### config.mk
export PLATFORM = sky130hd
export DESIGN_NAME = pad_reader
export DESIGN_NICKNAME = d
export VERILOG_FILES = /design/src/rtl/pad_reader.sv
export SDC_FILE = /design/constraint.sdc
export NUM_CORES = 1
export LEC_CHECK = 0
export ABC_AREA = 1
export CAP_MARGIN = 20
export CORE_MARGIN = 8
export CORE_UTILIZATION = 30
export CTS_CLUSTER_SIZE = 8
export DETAILED_ROUTE_END_ITERATION = 10
export GPL_ROUTABILITY_DRIVEN = 0
export HOLD_SLACK_MARGIN = 0.02
export PLACE_DENSITY = 0.54
export RECOVER_POWER = 25
export SLEW_MARGIN = 10
export SYNTH_ARGS = -nofsm -noshare
export SYNTH_HDL_FRONTEND = slang
export SYNTH_SLANG_ARGS = --single-unit
### constraint.sdc
create_clock -name CLK -period 1.37 [get_ports CLK]
set_input_delay 0.274 -clock CLK [delete_from_list [all_inputs] [get_ports CLK]]
set_output_delay 0.274 -clock CLK [all_outputs]
set_load 0.05 [all_outputs]
### src/rtl/pad_reader.sv
// rtl/pad_reader.sv - Genesis 3/6-button pad poller with TH sequencing and decode
module pad_reader #(
  parameter int SETTLE = 8,
  parameter int GAP    = 2000
) (
  input  logic       CLK,
  input  logic       RESET_N,
  input  logic       CE,
  input  logic       ENABLE,
  input  logic [5:0] PIN_IN,
  output logic       TH_OUT,
  output logic       P_UP,
  output logic       P_DOWN,
  output logic       P_LEFT,
  output logic       P_RIGHT,
  output logic       P_A,
  output logic       P_B,
  output logic       P_C,
  output logic       P_START,
  output logic       P_MODE,
  output logic       P_X,
  output logic       P_Y,
  output logic       P_Z,
  output logic       PRESENT,
  output logic       SIX_BTN,
  output logic       FRAME_DONE
);

  // A zero settle time still needs one tick so the pins can follow TH;
  // a zero gap is clamped the same way so the counter width stays legal.
  localparam int SETTLE_EFF = (SETTLE < 1) ? 1 : SETTLE;
  localparam int GAP_EFF    = (GAP < 1) ? 1 : GAP;
  localparam int SW         = (SETTLE_EFF < 2) ? 1 : $clog2(SETTLE_EFF + 1);
  localparam int GW         = (GAP_EFF < 2) ? 1 : $clog2(GAP_EFF + 1);

  localparam logic [SW-1:0] SETTLE_LAST = SW'(SETTLE_EFF - 1);
  localparam logic [GW-1:0] GAP_LAST    = GW'(GAP_EFF - 1);
  localparam logic [SW-1:0] SETTLE_ONE  = SW'(1);
  localparam logic [GW-1:0] GAP_ONE     = GW'(1);

  typedef enum logic [2:0] {
    S_IDLE,
    S_DRIVE,
    S_SETTLE_WAIT,
    S_SAMPLE,
    S_COMMIT,
    S_GAP_WAIT
  } state_t;

  state_t        state_q, state_d;
  logic [2:0]    phase_q, phase_d;
  logic [SW-1:0] settle_cnt_q, settle_cnt_d;
  logic [GW-1:0] gap_cnt_q, gap_cnt_d;
  logic          th_q, th_d;
  logic          gap_owed_q, gap_owed_d;
  logic          sample_en;
  logic          commit_en;

  logic [5:0]    sync1_q, sync2_q;
  logic [5:0]    h1_q, l1_q;
  logic [3:0]    l3_q, h4_q;

  logic          present_dec;
  logic          six_dec;

  // Two-flop synchronizer for the asynchronous pad pins; runs every CLK.
  always_ff @(posedge CLK or negedge RESET_N) begin
    if (!RESET_N) begin
      sync1_q <= 6'b111111;
      sync2_q <= 6'b111111;
    end else begin
      sync1_q <= PIN_IN;
      sync2_q <= sync1_q;
    end
  end

  // State, phase, timing counters and TH register.
  always_ff @(posedge CLK or negedge RESET_N) begin
    if (!RESET_N) begin
      state_q      <= S_IDLE;
      phase_q      <= 3'd0;
      settle_cnt_q <= '0;
      gap_cnt_q    <= '0;
      th_q         <= 1'b1;
      gap_owed_q   <= 1'b1;
    end else begin
      state_q      <= state_d;
      phase_q      <= phase_d;
      settle_cnt_q <= settle_cnt_d;
      gap_cnt_q    <= gap_cnt_d;
      th_q         <= th_d;
      gap_owed_q   <= gap_owed_d;
    end
  end

  // Next-state logic. Only CE ticks move the timed states; SAMPLE and COMMIT
  // each take one CLK so the frame length stays at 8*(SETTLE+1)+GAP ticks.
  always_comb begin
    state_d      = state_q;
    phase_d      = phase_q;
    settle_cnt_d = settle_cnt_q;
    gap_cnt_d    = gap_cnt_q;
    th_d         = th_q;
    gap_owed_d   = gap_owed_q;
    sample_en    = 1'b0;
    commit_en    = 1'b0;

    case (state_q)
      S_IDLE: begin
        th_d = 1'b1;
        if (CE) begin
          // After reset the pad's internal counter must time out first.
          if (gap_owed_q) begin
            state_d   = S_GAP_WAIT;
            gap_cnt_d = '0;
          end else if (ENABLE) begin
            state_d = S_DRIVE;
            phase_d = 3'd0;
          end
        end
      end

      S_DRIVE: begin
        if (CE) begin
          if (!ENABLE) begin
            state_d   = S_GAP_WAIT;
            th_d      = 1'b1;
            gap_cnt_d = '0;
          end else begin
            th_d         = ~phase_q[0];
            settle_cnt_d = '0;
            state_d      = S_SETTLE_WAIT;
          end
        end
      end

      S_SETTLE_WAIT: begin
        if (CE) begin
          if (!ENABLE) begin
            state_d   = S_GAP_WAIT;
            th_d      = 1'b1;
            gap_cnt_d = '0;
          end else if (settle_cnt_q >= SETTLE_LAST) begin
            state_d = S_SAMPLE;
          end else begin
            settle_cnt_d = settle_cnt_q + SETTLE_ONE;
          end
        end
      end

      S_SAMPLE: begin
        sample_en = 1'b1;
        if (phase_q == 3'd7) begin
          state_d = S_COMMIT;
        end else begin
          phase_d = phase_q + 3'd1;
          state_d = S_DRIVE;
        end
      end

      S_COMMIT: begin
        commit_en = 1'b1;
        th_d      = 1'b1;
        gap_cnt_d = '0;
        state_d   = S_GAP_WAIT;
      end

      S_GAP_WAIT: begin
        th_d = 1'b1;
        if (CE) begin
          if (gap_cnt_q >= GAP_LAST) begin
            gap_cnt_d  = '0;
            gap_owed_d = 1'b0;
            if (ENABLE) begin
              state_d = S_DRIVE;
              phase_d = 3'd0;
            end else begin
              state_d = S_IDLE;
            end
          end else begin
            gap_cnt_d = gap_cnt_q + GAP_ONE;
          end
        end
      end

      default: begin
        state_d = S_IDLE;
        th_d    = 1'b1;
      end
    endcase
  end

  // Keep only the four phases that carry information; the rest are dropped.
  always_ff @(posedge CLK or negedge RESET_N) begin
    if (!RESET_N) begin
      h1_q <= 6'b111111;
      l1_q <= 6'b111111;
      l3_q <= 4'b1111;
      h4_q <= 4'b1111;
    end else if (sample_en) begin
      case (phase_q)
        3'd0:    h1_q <= sync2_q;
        3'd1:    l1_q <= sync2_q;
        3'd5:    l3_q <= sync2_q[3:0];
        3'd6:    h4_q <= sync2_q[3:0];
        default: ;
      endcase
    end
  end

  // A Genesis pad pulls LEFT/RIGHT low while TH is low; the 6-button ID
  // additionally pulls all four direction lines low on the third TH-low.
  assign present_dec = (l1_q[3:2] == 2'b00);
  assign six_dec     = present_dec && (l3_q == 4'b0000);

  // All decoded outputs change together in the COMMIT cycle only.
  always_ff @(posedge CLK or negedge RESET_N) begin
    if (!RESET_N) begin
      P_UP       <= 1'b0;
      P_DOWN     <= 1'b0;
      P_LEFT     <= 1'b0;
      P_RIGHT    <= 1'b0;
      P_A        <= 1'b0;
      P_B        <= 1'b0;
      P_C        <= 1'b0;
      P_START    <= 1'b0;
      P_MODE     <= 1'b0;
      P_X        <= 1'b0;
      P_Y        <= 1'b0;
      P_Z        <= 1'b0;
      PRESENT    <= 1'b0;
      SIX_BTN    <= 1'b0;
      FRAME_DONE <= 1'b0;
    end else begin
      FRAME_DONE <= commit_en;
      if (commit_en) begin
        PRESENT <= present_dec;
        SIX_BTN <= six_dec;
        P_UP    <= present_dec & ~h1_q[0];
        P_DOWN  <= present_dec & ~h1_q[1];
        P_LEFT  <= present_dec & ~h1_q[2];
        P_RIGHT <= present_dec & ~h1_q[3];
        P_B     <= present_dec & ~h1_q[4];
        P_C     <= present_dec & ~h1_q[5];
        P_A     <= present_dec & ~l1_q[4];
        P_START <= present_dec & ~l1_q[5];
        P_Z     <= six_dec & ~h4_q[0];
        P_Y     <= six_dec & ~h4_q[1];
        P_X     <= six_dec & ~h4_q[2];
        P_MODE  <= six_dec & ~h4_q[3];
      end
    end
  end

  assign TH_OUT = th_q;

endmodule

# After elaboration in Yosys (flattened, before gate mapping)
# Cells that the tools add are included.
[totals]
reg_bits = 70
input_bits = 10
output_inout_bits = 16
word_cells = 142
[classes]
n_addsub = 3
n_lt_le_gt_ge = 2
n_eq_ne = 25
muxes = 40
n_bitwise = 26
reduce_logical = 19
[op_table]
columns = ["op", "count"]
rows = [
  ["2-to-1 mux 11 bit", 6],
  ["2-to-1 mux 3 bit", 17],
  ["case mux 11 bit (4 select lines)", 1],
  ["!= test 2 bit (second input constant)", 13],
  ["2-to-1 mux 4 bit", 5],
  ["case mux 3 bit (6 select lines)", 1],
  ["AND reduction 6 bit", 3],
  ["== test 3 bit (second input constant)", 5],
  ["NOT 1 bit", 14],
  ["bitwise AND 1 bit", 12],
  ["adder 11 x 1 -> 11 bit (second input constant)", 1],
  ["greater-or-equal comparator 11 bit (second input constant)", 1],
  ["case mux 3 bit (3 select lines)", 1],
  ["case mux 4 bit (2 select lines)", 1],
  ["AND reduction 2 bit", 4],
  ["2-to-1 mux 1 bit", 7],
  ["AND reduction 7 bit", 1],
  ["== test 3 x 1 -> 1 bit (second input constant)", 2],
  ["== test 3 x 2 -> 1 bit (second input constant)", 2],
  ["zero test 3 bit", 2],
  ["!= test 3 bit (second input constant)", 2],
  ["adder 4 x 1 -> 4 bit (second input constant)", 1],
  ["greater-or-equal comparator 4 x 3 -> 1 bit (second input constant)", 1],
  ["zero test 4 bit", 1],
  ["other kinds (11)", 11],
]

# Longest topological paths before layout
[depth]
ltp_word = 5
depth_mapped = 11
depth_no_buf = 10

# Worst setup path before layout
# OpenSTA, ideal clock, no wires.
[synth_timing]
path_type = "reg-to-reg"
startpoint = "reg gap_cnt_q[0]"
endpoint = "reg state_q[2]"
setup_time_ns = 0.076
t_arrival_ns = 1.308
t_required_ns = 1.294
path_slack_ns = -0.015
path_stages_with_launch = 11
path_buffers = 0
period_less_slack_ns = 1.385
cell_sequence = "dfrtp_1 ha_1 nand3_1 nand2_1 inv_1 nand2_1 nand2_2 nand2_4 nand2_2 nand2_1 o21ai_1"
[synth_between]
elab_chain_len = 3
[synth_rtl]
columns = ["item", "line", "text"]
rows = [
  ["from (decl)", "53", "logic [GW-1:0] gap_cnt_q, gap_cnt_d;"],
  ["from (signal assigned)", "90", "gap_cnt_q <= gap_cnt_d;"],
  ["greater-or-equal comparator 11 bit", "171", "if (gap_cnt_q >= GAP_LAST) begin"],
  ["!= test 2 bit (no line)", "n/a", ""],
  ["AND reduction 7 bit (no line)", "n/a", ""],
  ["to (signal assigned)", "87", "state_q <= state_d;"],
  ["to (decl)", "50", "state_t state_q, state_d;"],
]
# Every way passes these cells.
# A chain may end at the register's enable or synchronous reset.

# Worst setup path in the final report
[layout_timing]
startpoint = "reg state_q[0]"
endpoint = "reg gap_cnt_q[10]"
[layout_between]
elab_chain_len = 4
word_cells_on_any_way = 14
classes_between = "9 x eq/ne; 1 x mux; 4 x reduce/logical"
[layout_rtl]
columns = ["item", "line", "text"]
rows = [
  ["== test 3 x 2 -> 1 bit or == test 3 x 1 -> 1 bit (tied branches)", "108", "case (state_q)"],
  ["OR reduction 2 bit (no line)", "n/a", ""],
  ["!= test 2 bit (no line), or another cell as far along", "n/a", ""],
  ["AND reduction 6 bit (no line)", "n/a", ""],
]
# Parallel ways exist; a longest one is shown, timed or not.

==> flow_summary.ini <==
[layout]
diodes = 0
fin_area_sq_um = 4571
fin_nets = 456
stdcell_count = 580
utilization_pct = 44.67
drive_above_1_share_pct = 40.77
area_growth_pct = 45.48
fillCellCount = 988
regArea_sq_um = 1747
multi_input_area_sq_um = 1448

[global_route]
track_usage_pct = 10.66
grt_pass1_vias = 2598
grt_max_degree = 57
grt_first_pass_wirelength_mm = 12.43
antenna_found_initial = 0
grt_overflow_total = 0

[routing]
ant_nets = 0
first_pass_iters = 4
drc = 0
wl_per_cell_um = 12.45
wirelength_met1_mm = 3.338
dr.max_layer_used = met4
dr_wl_met3_um = 185
drt_iter0_markers = 77
dr_wl_met2_mm = 3.584
wirelength_mm = 7.220
avgViaCountPerCell = 4.426
vias = 2567

[floorplan]
start_util_pct = 30.71
die_w_um = 118.3
design.core.area_sq_um = 10230
die_area_sq_um = 14000
row_count = 37
num_io_pins = 26
die-height_um = 118.3

[sta]
setup_viol = 17
period_share_pct = 104.0
fin_ws_ns = -0.05460
rsz0062_at_grt = yes
fin_crit_ns = 1.425
slew_violations = 0
fin_hold_ws_ns = 0.3484
fin_skew_ns = 0.01388
hold_viol = 0
worst_pin_slew_ns = 0.5005
fmax_ghz = 0.7020
slew_headroom_pct = 66.63

[yosys]
yosys.area.top_type_share_pct = 28.67
synth_mux_area_share_pct = 0
postSynthCellCount = 357
yosys.area.top_type = dfrtp_1
yosysWarnings = 0
synthXorXnorAreaFrac_pct = 0.2788
yosysMostFrequentCell = nand2_1
synth_top_family_by_area = simple AND/OR/NAND/NOR gates
synth_cell_type_count = 29
synthesis.area_sq_um = 3142
synth-edff-count = 0
yosys.area_share.adder_pct = 2.788
synth-compound-area-share_pct = 8.005
ys_seq_area_share_pct = 55.44
yosys-top-cells-area = dfrtp_1, dfstp_2, nand2_1, nand3_1, o21ai_0
synth_ff_type = dfrtp_1
synth-seq-cells = 68
synth_common_cells = nand2_1, dfrtp_1, dfstp_2, inv_1, nand3_1
syn_nets = 374
synth_simple_gate_area_share_pct = 27.80
syn_area_per_cell_sq_um = 8.800
async_flop_share_pct = 100.0

[worst_setup_path]
path_max_fanout = 11
path_class = reg -> reg
cp.arrival_ns = 1.68
worstPathRequired_ns = 1.63
cp-start-kind = flop
endpoint_kind = flop

[power]
p_switching_w = 0.004045
p_int_w = 0.006092
p_leak_nw = 2.110
power_density_nw_per_um2 = 2218
seq_power_share_pct = 31.7
power_w = 0.01014
switching_share_pct = 39.90
irDropWorstVdd_mv = 0.8057
pwr-share-comb_pct = 49.3
power.share.clock_pct = 19.0

[clock_tree]
cts.clk_slew.worst_paths_ns = 0.08
insertion_delay_ns = 0.33
cts_buffers = 9
cts_tree = built
cts.sinks = 68
clock_path_buffers = 2
cts_htree_levels = 3
root_buffer = clkbuf_8

[min_path]
worstHoldPathType = in -> async

[placement]
dp_hpwl_mm = 4.987
placedCellCount = 552
port_buffers = 25
dpl-instance-area_sq_um = 4013

[run_status]
violations = negative setup slack
status = complete, but fails checks

[flow_run]
cap_violations = 0
==> stage by stage <==
step | setup TNS, ns | setup slack [ns]
global placement | -5.056 | -0.2062
CTS | -0.4089 | -0.06018
global route | -3.065 | -0.1222
floorplan | 0 | 0.01861
detailed placement | -6.235 | -0.2475
finish | -0.3352 | -0.05460
==> routing by layer <==
metal / track usage (%) / vias up
met2: 17.23 / 24
met3: 2.332 / 9
met4: 4.644 / 0
li1: - / 1316
met5: 0 / -
met1: 13.44 / 1218
==> cell type report <==
| type | instances | area share (%) |
|---|---|---|
| timing repair buffer | 77 | 18.15 |
| clock inverter | 5 | 1.807 |
| clock buffer | 11 | 3.340 |
| multi-input combinational | 248 | 31.67 |
| tap | 136 | 3.723 |
| sequential | 68 | 38.22 |
| inverter | 35 | 3.093 |
==> critical path, cell delays in order (launching register included) <==
cell,delay (ns)
dfrtp_2,0.49
nor2_4,0.24
nand3_4,0.11
nand3_2,0.11
nor2_4,0.05
buf_12,0.14
nand2_1,0.08
inv_1,0.04
a21oi_1,0.09
==> power by group through the flow <==
stage               sequential, W  combinational (W)  clock, W
finish                    0.00321            0.00500   0.00192
global route              0.00328            0.00542   0.00207
CTS                       0.00320            0.00468   0.00199
detailed placement        0.00321            0.00428         0
global placement          0.00318            0.00424         0
floorplan                 0.00376            0.00177         0
==> cell usage in the layout (no fill, tap or decap), drive strengths merged <==
| cell | count |
|---|---|
| nand2 | 118 |
| buf | 66 |
| o21ai | 41 |
| dfrtp | 36 |
| inv | 36 |
| nand3 | 33 |
| dfstp | 32 |
| nor2 | 26 |
| clkbuf | 13 |
| dlygate4sd3 | 7 |
| ha | 7 |
| a21oi | 7 |
| nand4 | 6 |
| or2 | 3 |
| nor3 | 3 |
| bufinv | 2 |
| clkdlybuf4s50 | 2 |
| nand3b | 1 |
| xor2 | 1 |
| nor4 | 1 |
| o21bai | 1 |
| clkinv | 1 |
| clkinvlp | 1 |
==> final timing paths <==
kind                       cells past startpoint  slack, ns       start            end
max                                            8      -0.05  state_q[0]  gap_cnt_q[10]
min                                            2       0.35     RESET_N   gap_cnt_q[0]
max reg2reg                                    8      -0.05  state_q[0]  gap_cnt_q[10]
min reg2reg                                    0       0.36  sync1_q[2]     sync2_q[2]
max in group asynchronous                      3       0.21     RESET_N        h1_q[2]
min in group CLK                               0       0.36  sync1_q[2]     sync2_q[2]
==> cells by family after synthesis <==
logic type      count (synthesis)
simple gates                  191
flops                          68
compound gates                 49
buf+inv                        41
fa+ha+maj                       7
xor+xnor                        1
==> repair_timing <==
item | CTS | global route
hold buffers | 1 | 0
endpoints found under the setup margin | 53 | 53
resized for setup | 33 | 41
hold endpoints to repair | 11 | 0
setup buffers | 4 | 7
pin swaps | 12 | 7
==> sequential cells by signal, summed over array words and instances, names as in the netlist, 3 cells and up <==
name / flops
sync1_q: 6
l3_q: 4
l1_q: 4
settle_cnt_q: 4
h1_q: 6
state_q: 3
sync2_q: 6
gap_cnt_q: 11
h4_q: 4
phase_q: 3
Power figures use the tool's default switching activity.
